### config.mk
export PLATFORM = sky130hd
export DESIGN_NAME = mul8_seq
export DESIGN_NICKNAME = d
export VERILOG_FILES = /design/src/rtl/mul8_pkg.sv /design/src/rtl/fulladd8.sv /design/src/rtl/mul8_seq.sv
export SDC_FILE = /design/constraint.sdc
export NUM_CORES = 1
export LEC_CHECK = 0
export CORE_UTILIZATION = 45
export CTS_CLUSTER_DIAMETER = 120
export DETAILED_ROUTE_END_ITERATION = 7
export PLACE_DENSITY = 0.73
export SYNTH_ARGS = -nofsm -noshare
export SYNTH_HDL_FRONTEND = slang
export SYNTH_SLANG_ARGS = --single-unit
export TNS_END_PERCENT = 30
### constraint.sdc
create_clock -name clk -period 4.2 [get_ports clk]
set_input_delay 0.84 -clock clk [delete_from_list [all_inputs] [get_ports clk]]
set_output_delay 0.84 -clock clk [all_outputs]
set_load 0.005 [all_outputs]
### src/rtl/mul8_pkg.sv
// Shared definitions for the sequential 8x8 multiplier: FSM encoding and widths.
package mul8_pkg;

    typedef enum logic [1:0] {
        ST_IDLE = 2'd0,
        ST_CALC = 2'd1,
        ST_DONE = 2'd2
    } state_e;

    localparam int ITER_DEFAULT = 8;
    localparam int PROD_W       = 16;

endpackage

### src/rtl/fulladd8.sv
// 8-bit ripple-carry adder: a chain of single-bit full adders.
module fulladd8 (
    input  logic [7:0] a,
    input  logic [7:0] b,
    input  logic       cin,
    output logic [7:0] sum,
    output logic       cout
);

    logic [8:0] carry;

    assign carry[0] = cin;

    for (genvar i = 0; i < 8; i++) begin : g_bit
        assign sum[i]     = a[i] ^ b[i] ^ carry[i];
        assign carry[i+1] = (a[i] & b[i]) | (carry[i] & (a[i] ^ b[i]));
    end

    assign cout = carry[8];

endmodule

### src/rtl/mul8_seq.sv
// Multi-cycle 8x8 unsigned shift-and-add multiplier with valid/ready on both sides.
// Optional early termination on exhausted multiplier bits: define MUL8_EARLY_TERM_EN.
module mul8_seq
    import mul8_pkg::*;
#(
    parameter int ITER  = ITER_DEFAULT,
    parameter int CNT_W = 4
) (
    input  logic              clk,
    input  logic              rst_n,
    input  logic              in_valid,
    output logic              in_ready,
    input  logic [7:0]        mcand,
    input  logic [7:0]        mplier,
    output logic              out_valid,
    input  logic              out_ready,
    output logic [PROD_W-1:0] product,
    output logic              busy
);

    state_e             state_q, state_d;
    logic [7:0]         acc_q, acc_d;
    logic [7:0]         mq_q, mq_d;
    logic [7:0]         mc_q, mc_d;
    logic [CNT_W-1:0]   cnt_q, cnt_d;
    logic               out_valid_q, out_valid_d;
    logic               in_ready_q, in_ready_d;
    logic               busy_q, busy_d;
    logic [PROD_W-1:0]  product_q, product_d;
    logic [PROD_W-1:0]  step;
    logic [7:0]         add_sum;
    logic               add_cout;
`ifdef MUL8_EARLY_TERM_EN
    logic [7:0]         mp_q, mp_d;
`endif

    fulladd8 u_add (
        .a    (acc_q),
        .b    (mc_q),
        .cin  (1'b0),
        .sum  (add_sum),
        .cout (add_cout)
    );

    always_comb begin
        state_d     = state_q;
        acc_d       = acc_q;
        mq_d        = mq_q;
        mc_d        = mc_q;
        cnt_d       = cnt_q;
        out_valid_d = 1'b0;
        step        = {acc_q, mq_q};
`ifdef MUL8_EARLY_TERM_EN
        mp_d        = mp_q;
`endif
        case (state_q)
            ST_IDLE: begin
                if (in_valid && in_ready_q) begin
                    mc_d    = mcand;
                    mq_d    = mplier;
                    acc_d   = '0;
                    cnt_d   = '0;
`ifdef MUL8_EARLY_TERM_EN
                    mp_d    = mplier;
`endif
                    state_d = ST_CALC;
                end
            end
            ST_CALC: begin
                // The adder carry becomes the new MSB, so the shift never loses a bit.
                step  = mq_q[0] ? {add_cout, add_sum, mq_q[7:1]}
                                : {1'b0, acc_q, mq_q[7:1]};
                cnt_d = cnt_q + 1'b1;
`ifdef MUL8_EARLY_TERM_EN
                mp_d  = mp_q >> 1;
                if (mp_q == '0) begin
                    step    = {acc_q, mq_q} >> (CNT_W'(ITER) - cnt_q);
                    state_d = ST_DONE;
                end else if (mp_d == '0 || cnt_q == CNT_W'(ITER - 1)) begin
                    // Remaining iterations would only shift zeros in; do them at once.
                    step    = step >> (CNT_W'(ITER - 1) - cnt_q);
                    state_d = ST_DONE;
                end
`else
                if (cnt_q == CNT_W'(ITER - 1)) begin
                    state_d = ST_DONE;
                end
`endif
                acc_d = step[15:8];
                mq_d  = step[7:0];
            end
            ST_DONE: begin
                if (out_valid_q && out_ready) begin
                    state_d = ST_IDLE;
                end else begin
                    out_valid_d = 1'b1;
                end
            end
            default: state_d = ST_IDLE;
        endcase

        product_d  = (state_d == ST_DONE) ? {acc_d, mq_d} : '0;
        busy_d     = (state_d != ST_IDLE);
        in_ready_d = (state_d == ST_IDLE);
    end

    always_ff @(posedge clk or negedge rst_n) begin
        if (!rst_n) begin
            state_q     <= ST_IDLE;
            acc_q       <= '0;
            mq_q        <= '0;
            mc_q        <= '0;
            cnt_q       <= '0;
            out_valid_q <= 1'b0;
            in_ready_q  <= 1'b0;
            busy_q      <= 1'b0;
            product_q   <= '0;
`ifdef MUL8_EARLY_TERM_EN
            mp_q        <= '0;
`endif
        end else begin
            state_q     <= state_d;
            acc_q       <= acc_d;
            mq_q        <= mq_d;
            mc_q        <= mc_d;
            cnt_q       <= cnt_d;
            out_valid_q <= out_valid_d;
            in_ready_q  <= in_ready_d;
            busy_q      <= busy_d;
            product_q   <= product_d;
`ifdef MUL8_EARLY_TERM_EN
            mp_q        <= mp_d;
`endif
        end
    end

    assign in_ready  = in_ready_q;
    assign out_valid = out_valid_q;
    assign busy      = busy_q;
    assign product   = product_q;

endmodule

==> impl_metrics.json, run 1 <==
{
  "synth_ff_type": "dfrtp_1",
  "worstRegToRegCells": 15,
  "remaining_drc_errors": 0,
  "dp_slack_ns": 0.581,
  "power.density_nw_per_um2": 631,
  "ys_ff_latch": 49,
  "yosys.area.top_type": "dfrtp_1",
  "place_congestion": 0.793,
  "antenna_found_initial": 0,
  "track_usage": 0.178,
  "async_reset_ff_frac": 1.00,
  "final_antenna_net_count": 0,
  "timing.fmax_ghz": 0.274,
  "ys_seq_area_frac": 0.527,
  "grt.overflow.total": 0,
  "clockBufferDepth": 2,
  "cts_buffers": 5,
  "p_leak_nw": 1.25,
  "num_vias": 1559,
  "viasPerCell": 5.16,
  "cts_setup_buffers": 0,
  "r2r_start": "acc_q[0]",
  "die_w_um": 73.9,
  "finalHoldViolCount": 0,
  "die_h_um": 73.9,
  "drt_pre_antenna_iters": 4,
  "cp-endpoint": "product[14]",
  "clock-sinks": 49,
  "totalPowerFinal_mw": 1.73,
  "fin_setup_tns_ns": 0,
  "grt_pass1_vias": 1450,
  "fillers": 429,
  "ctsHoldBuffers": 0,
  "path_clk_slew_ns": 0.08,
  "setup_viol": 0,
  "cp_data_arrival_time_ns": 3.80,
  "synthDistinctLibCells": 37,
  "setup_ws_ns": 0.556,
  "start_util": 0.480,
  "num_antenna_cells": 0,
  "wirelength_um": 4250,
  "wire_per_inst_um": 14.1,
  "r2r-end": "product[14]",
  "fp-row-count": 25,
  "drive_gt1_frac": 0.106,
  "slew_viol_final": 0,
  "r2r_slack_ns": 0.56,
  "worst-setup-path-type": "reg -> reg",
  "cts-resized-gates": 0,
  "synth.yosys.warnings": 0,
  "worstSetupStartpoint": "acc_q[0]",
  "synthCells": 204,
  "required_ns": 4.36,
  "drt-initial-drc-count": 148,
  "post-route-min-period_ns": 3.64,
  "htree_levels": 2,
  "root_buffer": "clkbuf_8",
  "worst_pin_slew_ns": 1.06,
  "cts_tree": "built",
  "area_growth_pct": 17.6,
  "core_area_um2": 4850,
  "ys_top_cells_by_area": "dfrtp_1 (53%), fa_1 (6.0%), nand2_1 (5.6%), o21ai_0 (4.5%), buf_6 (4.4%)",
  "fin_nets": 265,
  "worstSetupEndpointType": "register",
  "maxSlewHeadroom": 0.292,
  "rsz0062_at_grt": "false",
  "syn_area_um2": 2330,
  "drv_cap": 0,
  "critPathLaunchType": "register",
  "min_period_over_period": 0.868,
  "grt_first_pass_wirelength_um": 7110,
  "ios": 39,
  "grt_max_degree": 50,
  "max-vdd-ir-drop_v": 0.000294,
  "post-dp-hpwl_um": 2760,
  "yosysTopAreaCellShare": 0.527,
  "port_buffers": 38,
  "syn_nets": 233,
  "synth-edff-count": 0,
  "hold_path_class": "reg -> reg",
  "outcome": "finished, final reports clean",
  "clk_latency_ns": 0.30,
  "die_area_um2": 5460,
  "fin_worst_skew_ns": 0.00796,
  "synth.avg_cell_area_um2": 11.4,
  "crit_fanout": 3
}
[critical path, stage by stage, from the launching register on]
cell,delay (ns)
dfrtp_1,0.37
ha_1,0.15
inv_1,0.05
fa_1,0.37
inv_1,0.08
fa_1,0.18
fa_1,0.16
inv_1,0.05
fa_1,0.40
fa_1,0.41
fa_1,0.38
inv_1,0.08
fa_1,0.40
mux2_2,0.27
nand2_1,0.08
a21oi_1,0.07
[flip-flops by register name (all words and copies together), names as in the netlist]
| signal | count |
|---|---|
| acc_q | 8 |
| busy | 1 |
| cnt_q | 4 |
| in_ready | 1 |
| mc_q | 8 |
| mq_q | 8 |
| out_valid | 1 |
| product | 16 |
| state_q | 2 |
[stage by stage]
| stage | instance area (um2) | util | hold WS (ns) | std cells |
|---|---|---|---|---|
| 2_1_floorplan | 2330 | - | 0.439 | 204 |
| 3_3_place_gp | 2660 | 0.549 | 0.458 | 296 |
| 3_5_place_dp | 2660 | 0.549 | 0.492 | 296 |
| 4_1_cts | 2740 | 0.564 | 0.504 | 302 |
| 5_1_grt | 2740 | 0.564 | 0.530 | 302 |
| 6_report | 2740 | 0.564 | 0.500 | 302 |
[worst min-delay path by stage]
stage / from / to / slack (ns) / cells after the start
floorplan: cnt_q[3] / cnt_q[3] / 0.44 / 1
global placement: cnt_q[3] / cnt_q[3] / 0.46 / 1
detailed placement: cnt_q[3] / cnt_q[3] / 0.49 / 1
global route: cnt_q[3] / cnt_q[3] / 0.53 / 1
CTS: cnt_q[3] / cnt_q[3] / 0.50 / 1
finish: cnt_q[3] / cnt_q[3] / 0.50 / 1
[cells in the mapped netlist (2+ instances only)]
| master | instances |
|---|---|
| dfrtp_1 | 49 |
| nand2_1 | 35 |
| o21ai_0 | 21 |
| inv_1 | 13 |
| a21oi_1 | 12 |
| buf_6 | 9 |
| mux2_2 | 8 |
| a21o_1 | 7 |
| fa_1 | 7 |
| nand4b_1 | 7 |
| a21oi_2 | 4 |
| o211ai_1 | 4 |
| ha_1 | 2 |
| nand2b_1 | 2 |
| nor2b_4 | 2 |
[power by group]
group          total, mW  switching [mW]  leakage (nW)  internal (mW)
sequential         0.791           0.162         0.638          0.629
clock              0.257           0.147        0.0399          0.110
combinational      0.680           0.351         0.574          0.329
[per-layer routing]
| metal | wire (um) | up-vias | track usage |
|---|---|---|---|
| li1 | - | 751 | - |
| met2 | 1960 | 34 | 0.263 |
| met5 | 0 | - | 0 |
| met4 | 71 | 0 | 0.0705 |
| met1 | 2060 | 767 | 0.253 |
| met3 | 160 | 7 | 0.0412 |
[layout make-up]
cell class | instances | area [um2] | share of cell area
clock buffer | 5 | 68.8 | 0.0251
clock inverter | 1 | 5.00 | 0.00183
inverter | 13 | 48.8 | 0.0178
multi-input combinational | 129 | 928 | 0.339
sequential | 49 | 1230 | 0.448
tap | 67 | 83.8 | 0.0306
timing repair buffer | 38 | 375 | 0.137
[cells by family (layout without fill, tap and decap cells)]
| logic type | after synthesis | in the layout | share of synthesized area |
|---|---|---|---|
| compound gates | 55 | 55 | 0.153 |
| xor+xnor | 1 | 1 | 0.00377 |
| fa+ha+maj | 9 | 9 | 0.0710 |
| buf+inv | 26 | 57 | 0.0737 |
| flops | 49 | 49 | 0.527 |
| mux | 9 | 9 | 0.0430 |
| simple gates | 55 | 55 | 0.128 |
[cells in the final DEF (no fill, tap or decap), drive strengths merged, types with 2 or more instances in the layout]
master,Yosys,routed
mux2,8,8
a21o,8,8
dfrtp,49,49
o211ai,4,4
fa,7,7
o21ai,22,22
a21oi,17,17
nand2b,2,2
nand2,35,35
nor2b,2,2
inv,13,13
clkdlybuf4s50,0,37
nand4b,7,7
a22oi,2,2
clkbuf,2,5
ha,2,2
No activity file was read; power rests on OpenSTA's default activity.
==> run 2, diff against run 1 <==
--- a/config.mk
+++ b/config.mk
@@ -5,10 +5,13 @@
 export SDC_FILE = /design/constraint.sdc
 export NUM_CORES = 1
 export LEC_CHECK = 0
+export CORE_MARGIN = 2
 export CORE_UTILIZATION = 45
 export CTS_CLUSTER_DIAMETER = 120
 export DETAILED_ROUTE_END_ITERATION = 7
+export GPL_ROUTABILITY_DRIVEN = 0
 export PLACE_DENSITY = 0.73
+export RECOVER_POWER = 100
 export SYNTH_ARGS = -nofsm -noshare
 export SYNTH_HDL_FRONTEND = slang
 export SYNTH_SLANG_ARGS = --single-unit
==> impl_metrics.json, run 2 (same netlist as run 1, synthesis figures left out) <==
{
  "grt_util_met2": 0.269,
  "power.density_nw_per_um2": 627,
  "cp_data_arrival_time_ns": 3.75,
  "port_buffers": 38,
  "fin_worst_skew_ns": 0.00572,
  "die_h_um": 75.9,
  "setup_viol": 0,
  "worst_pin_slew_ns": 2.60,
  "antenna_found_initial": 0,
  "final_cell_mix": "dfrtp_1 (49), nand2_1 (35), o21ai_0 (22)",
  "min_path_cells": 1,
  "timing.fmax_ghz": 0.274,
  "fin_setup_tns_ns": 0,
  "worst-setup-path-type": "reg -> reg",
  "hold_path_class": "reg -> reg",
  "remaining_drc_errors": 0,
  "num_antenna_cells": 0,
  "r2r_slack_ns": 0.56,
  "r2r_start": "mc_q[0]",
  "grt_max_degree": 50,
  "cts_setup_buffers": 0,
  "violations": "capacitance limit, slew limit",
  "root_buffer": "clkbuf_8",
  "wirelength_um": 4280,
  "cts-resized-gates": 0,
  "post-dp-hpwl_um": 2760,
  "track_usage": 0.170,
  "met1_usage": 0.234,
  "totalPowerFinal_mw": 1.69,
  "num_vias": 1562,
  "fin_nets": 265,
  "largest_register_ffs": 16,
  "p_leak_nw": 1.29,
  "ctsHoldBuffers": 0,
  "min_period_over_period": 0.867,
  "max-vdd-ir-drop_v": 0.000290,
  "slew_viol_final": 67,
  "final_common_cell": "dfrtp_1",
  "hold_end": "cnt_q[3]",
  "worstRegToRegCells": 15,
  "path_clk_slew_ns": 0.08,
  "grt_util_met3": 0.0278,
  "finalHoldViolCount": 0,
  "ios": 39,
  "clock-sinks": 49,
  "die_area_um2": 5760,
  "die_w_um": 75.9,
  "post-route-min-period_ns": 3.64,
  "maxSlewHeadroom": -0.731,
  "worstSetupEndpointType": "register",
  "drt-initial-drc-count": 186,
  "rsz0062_at_grt": "false",
  "area_growth_pct": 16.1,
  "drv_cap": 1,
  "grt-busiest-layer": "met2",
  "critPathLaunchType": "register",
  "grt_first_pass_wirelength_um": 7270,
  "grt.overflow.total": 0,
  "r2r-end": "product[14]",
  "cts_tree": "built",
  "grt_pass1_vias": 1526,
  "htree_levels": 2,
  "viasPerCell": 5.09,
  "wire_per_inst_um": 13.9,
  "clockBufferDepth": 2,
  "core_area_um2": 5040,
  "hp-start": "cnt_q[3]",
  "outcome": "finished with violations",
  "crit_fanout": 2,
  "required_ns": 4.31,
  "drt_pre_antenna_iters": 4,
  "start_util": 0.461,
  "clk_latency_ns": 0.30,
  "cts_buffers": 5,
  "fp-row-count": 26,
  "final_antenna_net_count": 0,
  "drive_gt1_frac": 0.0759
}
-- run 2: cell count changes in the layout (fill, tap and decap cells not counted), sizes merged --
cell and delta:
dlygate4sd3 +20, buf -1, clkinv -1, clkbuf +4
clkdlybuf4s50 -20
-- run 2: critical path, stage by stage (launching register included) --
cell     delay [ns]
dfrtp_1        0.37
ha_1           0.15
inv_1          0.05
fa_1           0.35
inv_1          0.07
fa_1           0.17
fa_1           0.16
inv_1          0.05
fa_1           0.40
fa_1           0.42
fa_1           0.38
inv_1          0.08
fa_1           0.39
mux2_2         0.26
nand2_1        0.08
a21oi_1        0.08
-- run 2: power by group --
group | internal [mW] | switching (mW)
sequential | 0.629 | 0.149
combinational | 0.304 | 0.346
clock | 0.119 | 0.148
-- run 2: final cells by class --
class	instances	area, um2
Inverter	13	48.8
Clock buffer	8	80.1
Timing Repair Buffer	38	374
Tap cell	70	87.6
Multi-Input combinational cell	129	885
Sequential cell	49	1230
Fill cell	457	2340
-- run 2: metal layers --
metal / share of wire / up-vias
met5: 0 / -
met2: 0.46 / 38
met4: 0.018 / 0
met1: 0.48 / 764
li1: - / 753
met3: 0.044 / 7
-- run 2: worst max-delay path by stage --
stage          startpoint     endpoint  cells after the start
6_report          mc_q[0]  product[14]                     15
3_5_place_dp     acc_q[0]  product[14]                     15
2_1_floorplan    acc_q[0]  product[14]                     15
3_3_place_gp     acc_q[0]  product[14]                     15
5_1_grt          acc_q[0]  product[14]                     15
4_1_cts          acc_q[0]  product[14]                     15
-- run 2: metrics by stage --
| stage | util | worst slack [ns] | instances | hold slack (ns) | cell area [um2] |
|---|---|---|---|---|---|
| 2_1_floorplan | - | 0.841 | 204 | 0.439 | 2330 |
| 3_3_place_gp | 0.529 | 0.700 | 299 | 0.461 | 2670 |
| 3_5_place_dp | 0.529 | 0.650 | 299 | 0.471 | 2670 |
| 4_1_cts | 0.545 | 0.623 | 307 | 0.483 | 2750 |
| 5_1_grt | 0.536 | 0.364 | 307 | 0.537 | 2700 |
| 6_report | 0.536 | 0.557 | 307 | 0.477 | 2700 |
